--- src/rtl/countdown_sprite_reader.sv ---
// Countdown sprite reader: scan-position to ROM address generation, ROM latency
// compensation and frame-synchronous "3-2-1" digit sequencing.
//
// state | meaning
// IDLE  | waiting for start; pend_q remembers a start until the next frame
// THREE | showing "3" for FRAMES_PER_DIGIT frames
// TWO   | showing "2"
// ONE   | showing "1"
// DONE  | countdown finished; next frame_start returns to IDLE
module countdown_sprite_reader #(
  parameter int SPRITE_W         = 60,
  parameter int SPRITE_H         = 60,
  parameter int POS_X            = 290,
  parameter int POS_Y            = 210,
  parameter int FRAMES_PER_DIGIT = 60
) (
  input  logic        Clk,
  input  logic        Reset,
  input  logic        start,
  input  logic        frame_start,
  input  logic [9:0]  DrawX,
  input  logic [9:0]  DrawY,
  input  logic [4:0]  data_In_three,
  input  logic [4:0]  data_In_two,
  input  logic [4:0]  data_In_one,
  output logic [11:0] read_address,
  output logic        pixel_on,
  output logic [4:0]  palette_idx,
  output logic        busy,
  output logic        countdown_done
);

  typedef enum logic [2:0] {S_IDLE, S_THREE, S_TWO, S_ONE, S_DONE} state_t;
  typedef enum logic [1:0] {DIG_NONE, DIG_THREE, DIG_TWO, DIG_ONE} digit_t;

  // 11-bit bounds so POS + SIZE never wraps
  localparam logic [10:0] X_LO = 11'(POS_X);
  localparam logic [10:0] X_HI = 11'(POS_X + SPRITE_W);
  localparam logic [10:0] Y_LO = 11'(POS_Y);
  localparam logic [10:0] Y_HI = 11'(POS_Y + SPRITE_H);
  localparam logic [7:0]  CNT_LAST = 8'(FRAMES_PER_DIGIT - 1);

  state_t      state_q, state_d;
  logic [7:0]  cnt_q, cnt_d;
  logic        pend_q, pend_d;
  logic        done_q, done_d;

  digit_t      cur_dig;
  logic [10:0] dx, dy, rel_x, rel_y;
  logic        in_box;
  logic [11:0] addr_d, addr_q;
  logic        inbox1_q, inbox2_q;
  digit_t      dig1_q, dig2_q;
  logic [4:0]  rom_idx;
  logic        pix_d, pix_q;
  logic [4:0]  idx_d, idx_q;

  // Sequencer state register
  always_ff @(posedge Clk) begin
    if (Reset) begin
      state_q <= S_IDLE;
      cnt_q   <= '0;
      pend_q  <= 1'b0;
      done_q  <= 1'b0;
    end else begin
      state_q <= state_d;
      cnt_q   <= cnt_d;
      pend_q  <= pend_d;
      done_q  <= done_d;
    end
  end

  // Sequencer next state: digits only advance on frame boundaries
  always_comb begin
    state_d = state_q;
    cnt_d   = cnt_q;
    pend_d  = pend_q;
    done_d  = 1'b0;
    case (state_q)
      S_IDLE: begin
        if (pend_q && frame_start) begin
          state_d = S_THREE;
          cnt_d   = '0;
          pend_d  = 1'b0;
        end else if (start) begin
          pend_d = 1'b1;
        end
      end
      S_THREE, S_TWO, S_ONE: begin
        if (frame_start) begin
          if (cnt_q == CNT_LAST) begin
            cnt_d = '0;
            case (state_q)
              S_THREE: state_d = S_TWO;
              S_TWO:   state_d = S_ONE;
              default: begin
                state_d = S_DONE;
                done_d  = 1'b1;
              end
            endcase
          end else begin
            cnt_d = cnt_q + 8'd1;
          end
        end
      end
      S_DONE: begin
        if (frame_start) state_d = S_IDLE;
      end
      default: state_d = S_IDLE;
    endcase
  end

  // Digit select seen by the address stage, and scan-position decode
  always_comb begin
    case (state_q)
      S_THREE: cur_dig = DIG_THREE;
      S_TWO:   cur_dig = DIG_TWO;
      S_ONE:   cur_dig = DIG_ONE;
      default: cur_dig = DIG_NONE;
    endcase
    dx     = {1'b0, DrawX};
    dy     = {1'b0, DrawY};
    in_box = (dx >= X_LO) && (dx < X_HI) && (dy >= Y_LO) && (dy < Y_HI);
    rel_x  = dx - X_LO;
    rel_y  = dy - Y_LO;
    addr_d = in_box ? (12'(rel_y) * 12'(SPRITE_W) + 12'(rel_x)) : 12'd0;
  end

  // Address, ROM-wait and output pipeline; reset drops every valid
  always_ff @(posedge Clk) begin
    if (Reset) begin
      addr_q   <= '0;
      inbox1_q <= 1'b0;
      dig1_q   <= DIG_NONE;
      inbox2_q <= 1'b0;
      dig2_q   <= DIG_NONE;
      pix_q    <= 1'b0;
      idx_q    <= '0;
    end else begin
      addr_q   <= addr_d;
      inbox1_q <= in_box;
      dig1_q   <= cur_dig;
      inbox2_q <= inbox1_q;
      dig2_q   <= dig1_q;
      pix_q    <= pix_d;
      idx_q    <= idx_d;
    end
  end

  // Pick the ROM for the digit that was sampled with this pixel; index 0 is transparent
  always_comb begin
    case (dig2_q)
      DIG_THREE: rom_idx = data_In_three;
      DIG_TWO:   rom_idx = data_In_two;
      DIG_ONE:   rom_idx = data_In_one;
      default:   rom_idx = 5'd0;
    endcase
    pix_d = inbox2_q && (dig2_q != DIG_NONE) && (rom_idx != 5'd0);
    idx_d = pix_d ? rom_idx : 5'd0;
  end

  assign read_address   = addr_q;
  assign pixel_on       = pix_q;
  assign palette_idx    = idx_q;
  assign busy           = (state_q == S_THREE) || (state_q == S_TWO) || (state_q == S_ONE);
  assign countdown_done = done_q;

endmodule

--- config.mk ---
export PLATFORM = sky130hd
export DESIGN_NAME = countdown_sprite_reader
export DESIGN_NICKNAME = d
export VERILOG_FILES = /design/src/rtl/countdown_sprite_reader.sv
export SDC_FILE = /design/constraint.sdc
export NUM_CORES = 1
export LEC_CHECK = 0
export BUFFER_PORTS_ARGS = -buffer_cell sky130_fd_sc_hd__buf_4
export CORE_MARGIN = 5
export CORE_UTILIZATION = 41
export DETAILED_ROUTE_END_ITERATION = 12
export GPL_ROUTABILITY_DRIVEN = 0
export PLACE_DENSITY_LB_ADDON = 0.3
export SYNTH_ARGS = -nofsm -noshare
export SYNTH_HDL_FRONTEND = slang
export SYNTH_SLANG_ARGS = --single-unit
--- constraint.sdc ---
create_clock -name Clk -period 7.5 [get_ports Clk]
set_clock_uncertainty 0.1 [all_clocks]
set_input_delay 0.375 -clock Clk [delete_from_list [all_inputs] [get_ports Clk]]
set_output_delay 0.375 -clock Clk [all_outputs]
set_load 0.02 [all_outputs]
# Word-level counts from Yosys, hierarchy flattened

Index checks and enable logic that the tools add are counted.

Flip-flop bits (word level): 37
Bits in latches: 0
RAM bits: 0
Memory bits (read-only): 0
Input bits: 39
Output and inout bits: 20
Logic and storage cells: 73
Memories kept: 0

Add/sub/neg operators: 4
Multipliers: 1
Divide/modulo/power cells: 0
Magnitude comparators: 4
Equality and inequality tests: 12
Shift operators: 0
Muxes and demuxes: 15
Bitwise operators: 5
Reductions and logical operators: 21

Operators by type and width:

| kind                    | count |
|---|---|
| $mux W8                 | 3 |
| $lt A10 B9 Y1 const B   | 2 |
| $pmux W8 S2             | 1 |
| $pmux W5 S3             | 1 |
| $add A12 B11 Y12        | 1 |
| $mux W3                 | 4 |
| $mul A11 B4 Y10 const B | 1 |
| $sub A10 B8 Y11 const B | 1 |
| $sub A10 B9 Y11 const B | 1 |
| $ge A10 B8 Y1 const B   | 1 |
| $ge A10 B9 Y1 const B   | 1 |
| $pmux W3 S3             | 1 |
| $add A8 B1 Y8 const B   | 1 |
| $eq A8 B6 Y1 const B    | 1 |
| $ne A2 B2 Y1 const B    | 4 |
| $eq A3 B2 Y1 const B    | 2 |
| $logic_and A1 B1 Y1     | 6 |
| $pmux W2 S3             | 1 |
| $pmux W3 S2             | 1 |
| $reduce_bool A2 Y1      | 3 |
| $reduce_or A2 Y1        | 3 |
| $not A1 Y1              | 5 |
| $reduce_bool A5 Y1      | 1 |
| $eq A2 B2 Y1 const B    | 2 |
| other kinds (11)        | 14 |

# Longest topological paths before layout

Depth after elaboration: 6
Depth in mapped cells: 21

# Worst setup path after synthesis

OpenSTA, ideal clock, no wires.

Path type: input to register
From: input DrawY[1]
To: register addr_q[11], in the netlist read_address[11]
Setup time: 0.117 ns
Arrival time: 4.263 ns
Data required time: 7.283 ns
Slack: 3.020 ns
Stages: 20
Buffers on the path: 1
Cells stage by stage: buf_2 inv_1 ha_1 xnor2_1 inv_1 ha_1 xnor2_1 fa_1 inv_1 ha_1 o21ai_0 nand2b_1 a21o_1 a21oi_1 xnor2_1 ha_1 a2111oi_0 a21oi_1 xnor2_1 nor2_1

Longest elaborated chain between the ends: 5
Elaborated cells between the ends (all ways): 9
Classes of those cells: 2 x add/sub; 1 x mul; 2 x order compare; 1 x bitwise; 3 x reduce/logical

RTL lines:

| element                                                                  | RTL line | text |
|---|---|---|
| from (decl)                                                              | 22       | `input logic [9:0] DrawY,` |
| parallel branches: the longest is 5 deep, another holds $add A12 B11 Y12 | -        |  |
| to (signal assigned)                                                     | 140      | `addr_q <= addr_d;` |
| to (decl)                                                                | 51       | `logic [11:0] addr_d, addr_q;` |

Several ways; the timed one is not identified.
A chain may end at the register's enable or synchronous reset.

# Worst setup path after layout

Same ends and word-level chain as after synthesis.

==> flow_metrics.tcl <==
set metrics [dict create \
    run_status "completed" \
    synth_area_per_cell_um2 8.56 \
    r2r_start "state_q[2]" \
    worstSetupStartpointType "primary input" \
    fin_setup_tns_ns 0 \
    clock_tree.buffer_depth 2 \
    post-cts-setup-buffers 0 \
    yosys_warnings 0 \
    grt_usage_pct 14.0 \
    synthArstFlopShare_pct 0 \
    hold_ws_ns 0.191 \
    io-pin-count 59 \
    maxCapViolCount 0 \
    rr_worst_depth 7 \
    synthDistinctLibCells 47 \
    ant_nets 0 \
    place_ws_ns 2.75 \
    final-max-slew-violation-count 0 \
    rsz0062_at_grt "false" \
    place_area_um2 3250 \
    grt_pass1_vias 2289 \
    post-route-period-util_pct 58.8 \
    fmax_mhz 227 \
    antenna_found_initial 0 \
    drcViolationCount 0 \
    endpoint_kind "register" \
    dr_total_vias 2267 \
    synth_edf_count 0 \
    setup_violations 0 \
    pwr_density_cell_nw_per_um2 278 \
    min_path_type "primary input to register" \
    area_delta_synth_final_pct 23.1 \
    p_sw_mw 0.343 \
    post_cts_resized 0 \
    via_per_inst 4.95 \
    die_w_um 91.9 \
    dr.pass1.iters 4 \
    path_max_fanout 9 \
    p_leak_nw 1.54 \
    rows 29 \
    layout_setup_ws_ns 3.09 \
    seq_area_frac_synth_pct 27.0 \
    die_h_um 91.9 \
    vdd_drop_max_mv 0.141 \
    syn_area_um2 2750 \
    drtIter0Drc 82 \
    design_area_um2 3380 \
    grt.overflow.total 0 \
    clkPwrFrac_pct 22.1 \
    synth_cells 321 \
    crit_path_start "DrawY[1]" \
    numCtsBuffers 5 \
    antenna-diode-count 0 \
    hold_start "DrawX[1]" \
    switching_share_pct 36.4 \
    hold_viol_final 0 \
    whs_path_depth 2 \
    clock_sinks 37 \
    synth_area_leaders "dfxtp_1, ha_1, xnor2_1" \
    ys_ff_latch 37 \
    p_comb_share_pct 56.7 \
    cts_root_buf "clkbuf_8" \
    portBuffers 58 \
    syn-num-nets 395 \
    synth.most_common_cell "inv_1" \
    synth_common_cells "inv_1, nor2_1, dfxtp_1" \
    fin_crit_ns 4.41 \
    cts_tree "yes" \
    totalWireLength_um 5640 \
    cp.arrival_ns 4.50 \
    slew-limit-headroom_pct 62.9 \
    nets 454 \
    power_frac_seq_pct 21.3 \
    start_util_pct 42.8 \
    critical_path_class "primary input to register" \
    wl_per_cell_um 12.3 \
    grt_max_degree 14 \
    core_area_um2 6420 \
    cts.htree.levels 2 \
    synth_top_area_share_pct 27.0 \
    yosys.area.top_type "dfxtp_1" \
    final_layout_size_suffix_gt1_share_pct 19.7 \
    fp.dieArea_um2 8440 \
    power.internal_mw 0.599 \
    synth_ff_type "dfxtp_1" \
    tightest_slew_ns 0.549 \
    clk_pin_slew_worst_paths_ns 0.08 \
    ctsHoldBuffers 0 \
    cp_data_required_time_ns 7.58 \
    clk_latency_ns 0.29 \
    dpl.hpwl_um 4680 \
    grt_pass1_wl_um 9860 \
]
## power by group through the flow
stage / Combinational [mW] / Clock (mW) / Sequential (mW)
3_5_place_dp: 0.531 / 0 / 0.205
5_1_grt: 0.606 / 0.219 / 0.201
6_report: 0.534 / 0.208 / 0.200
3_3_place_gp: 0.522 / 0 / 0.205
2_1_floorplan: 0.443 / 0 / 0.205
4_1_cts: 0.535 / 0.214 / 0.200
## through the flow
stage,instances,util [%],power (mW)
finish,458,52.7,0.942
global route,458,52.7,1.03
CTS,458,52.7,0.949
detailed placement,450,50.5,0.736
global placement,450,50.5,0.727
floorplan,321,-,0.648
## state kept, by name (all words and copies together), names as in the netlist
| signal | cells |
|---|---|
| palette_idx | 5 |
| countdown_done | 1 |
| dig2_q | 2 |
| pend_q | 1 |
| state_q | 3 |
| cnt_q | 8 |
| pixel_on | 1 |
| inbox2_q | 1 |
| dig1_q | 2 |
| read_address | 12 |
| inbox1_q | 1 |
## final timing paths
check / end / slack, ns
setup / recovery: read_address[11] / 3.09
hold / removal: read_address[1] / 0.19
setup reg to reg: cnt_q[5] / 5.73
hold reg to reg: dig2_q[1] / 0.35
## placed cells by master, fill, tap and decap left out, types with 2 or more instances in the layout
cell       instances
buf_4             59
inv_1             39
nor2_1            38
dfxtp_1           37
xnor2_1           26
ha_1              26
a21oi_1           19
xor2_1            16
nor2b_1           12
nand2_1           11
fa_1               9
o21ai_0            8
nand3_1            8
nand2b_1           7
nor3_1             6
mux2_2             5
a22oi_1            5
clkbuf_8           5
and3_1             4
a21o_1             3
a31oi_1            3
nor3b_1            2
a311oi_1           2
o31ai_1            2
nor4b_1            2
nor4_1             2
o21ai_1            2
and2_1             2
nand4_1            2
o41a_1             2
bufinv_16          2
## cell families (layout without fill, tap and decap cells)
kind of cell / count (synthesis) / count (layout) / share of synthesized area, %
compound gates: 56 / 56 / 14.0
xor+xnor: 42 / 42 / 13.4
fa+ha+maj: 35 / 35 / 18.4
buf+inv: 46 / 106 / 6.83
flops: 37 / 37 / 27.0
mux: 6 / 6 / 2.41
simple gates: 99 / 99 / 18.0
## final cells by class
type	count	area (µm²)
Fill cell	608	3040
Multi-Input combinational cell	238	1820
Sequential cell	37	741
Timing Repair Buffer	59	443
Inverter	39	146
Tap cell	77	96.3
Clock buffer	5	68.8
Clock inverter	3	68.8
## critical path, cell delays in order
cell and delay (ns):
buf_4 0.15, inv_1 0.10, ha_1 0.22, xnor2_1 0.38, inv_1 0.14, ha_1 0.35
xnor2_1 0.15, fa_1 0.51, inv_1 0.04, ha_1 0.33, o21ai_0 0.09, nand2b_1 0.10
a21o_1 0.18, a21oi_1 0.17, xnor2_1 0.14, ha_1 0.29, a2111oi_0 0.44, a21oi_1 0.14
xnor2_1 0.16, nor2_1 0.05
## routing by layer
metal  routed length (µm)  GRT usage, %  vias to the layer above
met2                 2680          25.1                       52
met3                  307          3.27                        7
met4                   83          5.20                        0
met1                 2570          16.1                     1010
li1                     -             -                     1198
met5                    0             0                        -
Power figures use the tool's default switching activity.
